`src/rtl/roi_apb_pkg.sv`:
```
// Shared types and constants for the ROI APB link: requester FSM states,
// ROI completer register map and default bus widths.
package roi_apb_pkg;

    typedef enum logic [1:0] {
        ST_IDLE,
        ST_SETUP,
        ST_ACCESS,
        ST_RESP
    } apb_state_e;

    localparam logic [11:0] ADDR_XY_0 = 12'h0;
    localparam logic [11:0] ADDR_XY_1 = 12'h4;

    localparam int APB_DATA_W_DEF  = 32;
    localparam int APB_ADDR_W_DEF  = 12;
    localparam int TIMEOUT_CYC_DEF = 16;

endpackage

```
`src/rtl/roi_apb_master.sv`:
```
// APB requester for the ROI register file: one valid/ready command becomes one
// SETUP+ACCESS transfer. Define ROI_APB_MASTER_TIMEOUT_EN to abort stalled ACCESS phases.
module roi_apb_master
    import roi_apb_pkg::*;
#(
    parameter int APB_DATA_W  = APB_DATA_W_DEF,
    parameter int APB_ADDR_W  = APB_ADDR_W_DEF,
    parameter int TIMEOUT_CYC = TIMEOUT_CYC_DEF
) (
    input  logic                  clk_i,
    input  logic                  arst_i,
    input  logic                  cmd_valid_i,
    output logic                  cmd_ready_o,
    input  logic                  cmd_write_i,
    input  logic [APB_ADDR_W-1:0] cmd_addr_i,
    input  logic [APB_DATA_W-1:0] cmd_wdata_i,
    output logic                  rsp_valid_o,
    input  logic                  rsp_ready_i,
    output logic [APB_DATA_W-1:0] rsp_rdata_o,
    output logic                  rsp_timeout_o,
    output logic                  apb_psel_o,
    output logic                  apb_penable_o,
    output logic                  apb_pwrite_o,
    output logic [APB_ADDR_W-1:0] apb_paddr_o,
    output logic [APB_DATA_W-1:0] apb_pwdata_o,
    input  logic                  apb_pready_i,
    input  logic [APB_DATA_W-1:0] apb_prdata_i
);

    if (TIMEOUT_CYC < 2) begin : g_bad_timeout
        $error("roi_apb_master: TIMEOUT_CYC must be >= 2");
    end

    apb_state_e state;
    apb_state_e state_next;

    logic                  write_q;
    logic [APB_ADDR_W-1:0] addr_q;
    logic [APB_DATA_W-1:0] wdata_q;
    logic [APB_DATA_W-1:0] rdata_q;
    logic                  timeout_hit;

`ifdef ROI_APB_MASTER_TIMEOUT_EN
    localparam int CNT_W = $clog2(TIMEOUT_CYC);

    logic [CNT_W-1:0] cnt;
    logic             timeout_q;

    // PREADY on the final cycle still completes normally; timeout_hit only matters without it
    assign timeout_hit = (cnt == CNT_W'(TIMEOUT_CYC - 1));

    always_ff @(posedge clk_i) begin
        if (arst_i) begin
            cnt <= '0;
        end else if (state == ST_SETUP) begin
            cnt <= '0;
        end else if (state == ST_ACCESS && !apb_pready_i) begin
            cnt <= cnt + 1'b1;
        end
    end

    always_ff @(posedge clk_i) begin
        if (arst_i) begin
            timeout_q <= 1'b0;
        end else if (state == ST_ACCESS) begin
            if (apb_pready_i) begin
                timeout_q <= 1'b0;
            end else if (timeout_hit) begin
                timeout_q <= 1'b1;
            end
        end
    end

    assign rsp_timeout_o = timeout_q;
`else
    assign timeout_hit   = 1'b0;
    assign rsp_timeout_o = 1'b0;
`endif

    always_ff @(posedge clk_i) begin
        if (arst_i) begin
            state <= ST_IDLE;
        end else begin
            state <= state_next;
        end
    end

    always_comb begin
        state_next = state;
        case (state)
            ST_IDLE:   if (cmd_valid_i) state_next = ST_SETUP;
            ST_SETUP:  state_next = ST_ACCESS;
            ST_ACCESS: if (apb_pready_i || timeout_hit) state_next = ST_RESP;
            ST_RESP:   if (rsp_ready_i) state_next = ST_IDLE;
            default:   state_next = ST_IDLE;
        endcase
    end

    always_ff @(posedge clk_i) begin
        if (arst_i) begin
            write_q <= 1'b0;
            addr_q  <= '0;
            wdata_q <= '0;
            rdata_q <= '0;
        end else begin
            if (state == ST_IDLE && cmd_valid_i) begin
                write_q <= cmd_write_i;
                addr_q  <= cmd_addr_i;
                wdata_q <= cmd_wdata_i;
            end
            if (state == ST_ACCESS) begin
                if (apb_pready_i) begin
                    rdata_q <= write_q ? '0 : apb_prdata_i;
                end else if (timeout_hit) begin
                    rdata_q <= '0;
                end
            end
        end
    end

    assign cmd_ready_o   = (state == ST_IDLE);
    assign apb_psel_o    = (state == ST_SETUP) || (state == ST_ACCESS);
    assign apb_penable_o = (state == ST_ACCESS);
    assign apb_pwrite_o  = write_q;
    assign apb_paddr_o   = addr_q;
    assign apb_pwdata_o  = wdata_q;
    assign rsp_valid_o   = (state == ST_RESP);
    assign rsp_rdata_o   = rdata_q;

endmodule

```
`config.mk`:
```
export PLATFORM = sky130hd
export DESIGN_NAME = roi_apb_master
export DESIGN_NICKNAME = d
export VERILOG_FILES = /design/src/rtl/roi_apb_pkg.sv /design/src/rtl/roi_apb_master.sv
export SDC_FILE = /design/constraint.sdc
export NUM_CORES = 1
export LEC_CHECK = 0
export BUFFER_PORTS_ARGS = -buffer_cell sky130_fd_sc_hd__buf_2
export CELL_PAD_IN_SITES_DETAIL_PLACEMENT = 0
export CELL_PAD_IN_SITES_GLOBAL_PLACEMENT = 2
export CORE_ASPECT_RATIO = 0.7
export CORE_MARGIN = 2
export CORE_UTILIZATION = 27
export DETAILED_ROUTE_END_ITERATION = 16
export PLACE_DENSITY_LB_ADDON = 0.1
export SLEW_MARGIN = 10
export SYNTH_ARGS = -nofsm -noshare
export SYNTH_HDL_FRONTEND = slang
export SYNTH_SLANG_ARGS = --single-unit
```
`constraint.sdc`:
```
create_clock -name clk_i -period 3 [get_ports clk_i]
set_input_delay 0 -clock clk_i [delete_from_list [all_inputs] [get_ports clk_i]]
set_output_delay 0 -clock clk_i [all_outputs]
set_load 0.05 [all_outputs]
```
==> metrics.md <==
| Metric | Value |
|---|---|
| Initial Util | `0.2764` |
| Final min period | `~1.8 ns` |
| Final setup viols | `0` |
| Hold Slack | `between 0.07 and 0.08 ns` |
| Synth Instances | `between 300 and 400` |
| DRT iter0 DRCs | `123` |
| Syn Nets | `between 400 and 500` |
| Placed cells | `652` |
| Setup ws final | `~1.2 ns` |
| First-pass GRT wire length | `15,210 um` |
| Hold Vio Cnt, Final | `0` |
| Clock sink count | `79` |
| Reg power frac | `0.317` |
| Slew HR | `0.3509` |
| Max-capacitance violation count | `0` |
| Adder-Cell Fraction of Synth Area | `0.01162` |
| Hold Crit Class | `in2reg` |
| Largest family of logic cells by synthesized area | `simple AND/OR/NAND/NOR gates` |
| DIE AREA | `12,870 um^2` |
| Fin crit share | `0.5939` |
| R2r worst-path depth | `5` |
| Initial antenna violation count | `0` |
| Cts bufs inserted | `9` |
| Clock slew seen by the registers of the worst setup and hold paths | `around 0.06 ns` |
| Setup_tns | `0 ns` |
| Mapped Area | `3229 um^2` |
| Max H-tree Level | `3` |
| Net Sw Frac | `0.4109` |
| Mux cell area share after synthesis | `0.003100` |
| Synth Area in Simple Gates | `0.2561` |
| Fillers | `1,174` |
| Die width | `134.7 um` |
| Seq/Total Area, Yosys | `0.4897` |
| Max Slew Vio Count | `0` |
| CTS tree | `yes` |
| Clk_skew | `0.003890 ns` |
| Worst hold start | `cmd_valid_i` |
| Commonest non-fill, non-tap cell in the layout | `buf_2` |
| RSZ-0062 raised after global routing | `no` |
| Vias | `roughly 3,200` |
| Max Fclk | `561.3 MHz` |
| P_int | `0.002431 W` |
| Placeable Area | `11,690 um^2` |
| Synth top area share | `0.4897` |
| DP Wirelength | `6051 um` |
| Die Span Y | `95.50 um` |
| Worst slack, placed | `1.215 ns` |
| NetSw | `0.001695 W` |
| Cell taking the most area after synthesis | `dfxtp_1` |
| Leak pwr | `2.242 nW` |
| Antenna-violating nets left | `0` |
| PortBufs | `162` |
| Share of post-route cells with drive strength above 1 | `0.3980` |
| Area contributors post-synth | `dfxtp_1 49%, nand2_1 12%, nand4b_1 8.7%, a21oi_2 8.4%, a21oi_1 7.1%` |
| Clock Latency Late Sink | `0.33 ns` |
| Vias/cell | `4.350` |
| Root Buffer | `clkbuf_16` |
| Hold path endpoint | `state[1]$_SDFFE_PP0P_` |
| CP max FO | `45` |
| Yosys warnings | `0` |
| CTS max path bufs | `2` |
| Most frequent cells in the layout | `161 x buf_2, 105 x nand2_1, 79 x dfxtp_1` |
| XOR/XNOR share of the synthesized area | `0` |
| RePlAce Congestion | `about 0.71` |
| Clock power share | `0.288` |
| Largest net degree at the start of global routing | `58` |
| Setup crit start kind | `flip-flop` |
| Hold Path Depth | `4` |
| Final nets | `668` |
| Data arrival, critical path | `approximately 2.0 ns` |
| Critical register-to-register path endpoint | `apb_pwdata_o[1]$_SDFFE_PP0P_` |
| Synth cell types | `20` |
| Total gr overflow | `0` |
| CP endpoint kind | `flip-flop` |
| Peak supply drop | `0.4047 mV` |
| Critical path class | `reg2reg` |
| Status | `finished, final reports clean` |
| CTS resizes | `0` |
| Row cnt | `33` |
| Combinational power share | `0.395` |
| R2r setup slk | `1.22 ns` |
| # DRC | `0` |
| P per Cell Area | `802.6 nW/um^2` |
| WL final | `9799 um` |
| Drt pass-1 iters | `4` |
| Tightest Pin Transition | `0.9723 ns` |
| Synth-to-layout area growth | `59.20%` |
| Required time of the critical path | `approximately 3.3 ns` |
| Syn Area/Cell | `8.921 um^2` |
| Inserted Diodes | `0` |
| # IOs | `164` |
| Wire length per cell | `13.15 um` |
| All-Layer GR Usage | `0.1494` |
| Worst r2r src | `state[0]$_SDFFE_PP0P_` |
| Vias in the first global route | `3,049` |
| Compound-gate portion of the synthesized area | `0.1631` |
| FF+latch count, synth | `79` |
| Fin cells | `approximately 750` |
cells by family after synthesis:
group,Yosys count
mux,1
compound gates,79
flops,79
other cells,1
buf+inv,38
fa+ha+maj,3
simple gates,161
Yosys cell counts:
library cell,number
nand2_2,21
clkbuf_1,7
o211a_1,1
buf_12,3
dfxtp_1,79
nand2_1,105
conb_1,1
ha_1,3
buf_4,1
buf_8,2
a21oi_2,31
and2_4,1
or3_1,1
a221oi_2,1
nor2b_1,1
mux2i_1,1
inv_1,5
a21oi_1,46
buf_2,20
nand4b_1,32
worst max path at each step:
| stage | from | end | depth (start not counted) |
|---|---|---|---|
| final | state[0]$_SDFFE_PP0P_ | apb_pwdata_o[1]$_SDFFE_PP0P_ | 5 |
| after global routing | state[0]$_SDFFE_PP0P_ | apb_pwrite_o$_SDFFE_PP0P_ | 5 |
| after CTS | state[0]$_SDFFE_PP0P_ | apb_pwdata_o[14]$_SDFFE_PP0P_ | 5 |
| after detailed placement | state[0]$_SDFFE_PP0P_ | apb_pwdata_o[14]$_SDFFE_PP0P_ | 5 |
| after global placement | state[0]$_SDFFE_PP0P_ | apb_pwdata_o[16]$_SDFFE_PP0P_ | 5 |
| after floorplan | state[0]$_SDFFE_PP0P_ | apb_pwdata_o[0]$_SDFFE_PP0P_ | 7 |
layout make-up:
| type | instances | area (um^2) | area share |
|---|---|---|---|
| Clock buffer | 13 | 260.3 | 0.05062 |
| Clock inverter | 3 | 65.06 | 0.01266 |
| Inverter | 5 | 18.77 | 0.003651 |
| Multi-Input combinational cell | 245 | 1405 | 0.2733 |
| Sequential cell | 79 | 1582 | 0.3076 |
| Tap cell | 157 | 196.4 | 0.03821 |
| Timing Repair Buffer | 243 | 1614 | 0.3139 |
worst max-delay path, stage by stage, from the launching register on:
cell and delay (ns):
dfxtp_1 0.35, inv_1 0.07, ha_1 0.26, nand2_2 0.69, nand2_1 0.17, a21oi_2 0.17
registers in the layout, summed over array words and instances, names as in the netlist:
register	cells
apb_pwdata_o	32
rsp_rdata_o	32
state	2
apb_pwrite_o	1
apb_paddr_o	12
timing repair:
item                      in CTS  in global routing
hold buffers                  77                  0
hold endpoints to repair      77                  0
buffers inserted               0                  0
per-stage QoR:
step	area [um^2]	utilization	total power, W
2_1_floorplan	3229	-	0.002638
3_3_place_gp	4045	0.3462	0.002897
3_5_place_dp	4045	0.3462	0.002904
4_1_cts	5141	0.4400	0.004203
5_1_grt	5141	0.4400	0.004363
6_report	5141	0.4400	0.004126
per-layer routing:
layer	up-vias	wire length, um	global-route usage
li1	1648	-	-
met1	1454	4514	0.1881
met2	125	4273	0.2339
met3	14	843	0.05742
met4	0	168	0.05351
met5	-	0	0
power groups by stage:
stage | combinational (W) | clock (W) | sequential, W
after floorplan | 0.000813 | 0 | 0.00182
after global placement | 0.00157 | 0 | 0.00133
after detailed placement | 0.00157 | 0 | 0.00133
after CTS | 0.00165 | 0.00124 | 0.00131
after global routing | 0.00175 | 0.00128 | 0.00133
final | 0.00163 | 0.00119 | 0.00131
No activity file was read; power rests on OpenSTA's default activity.
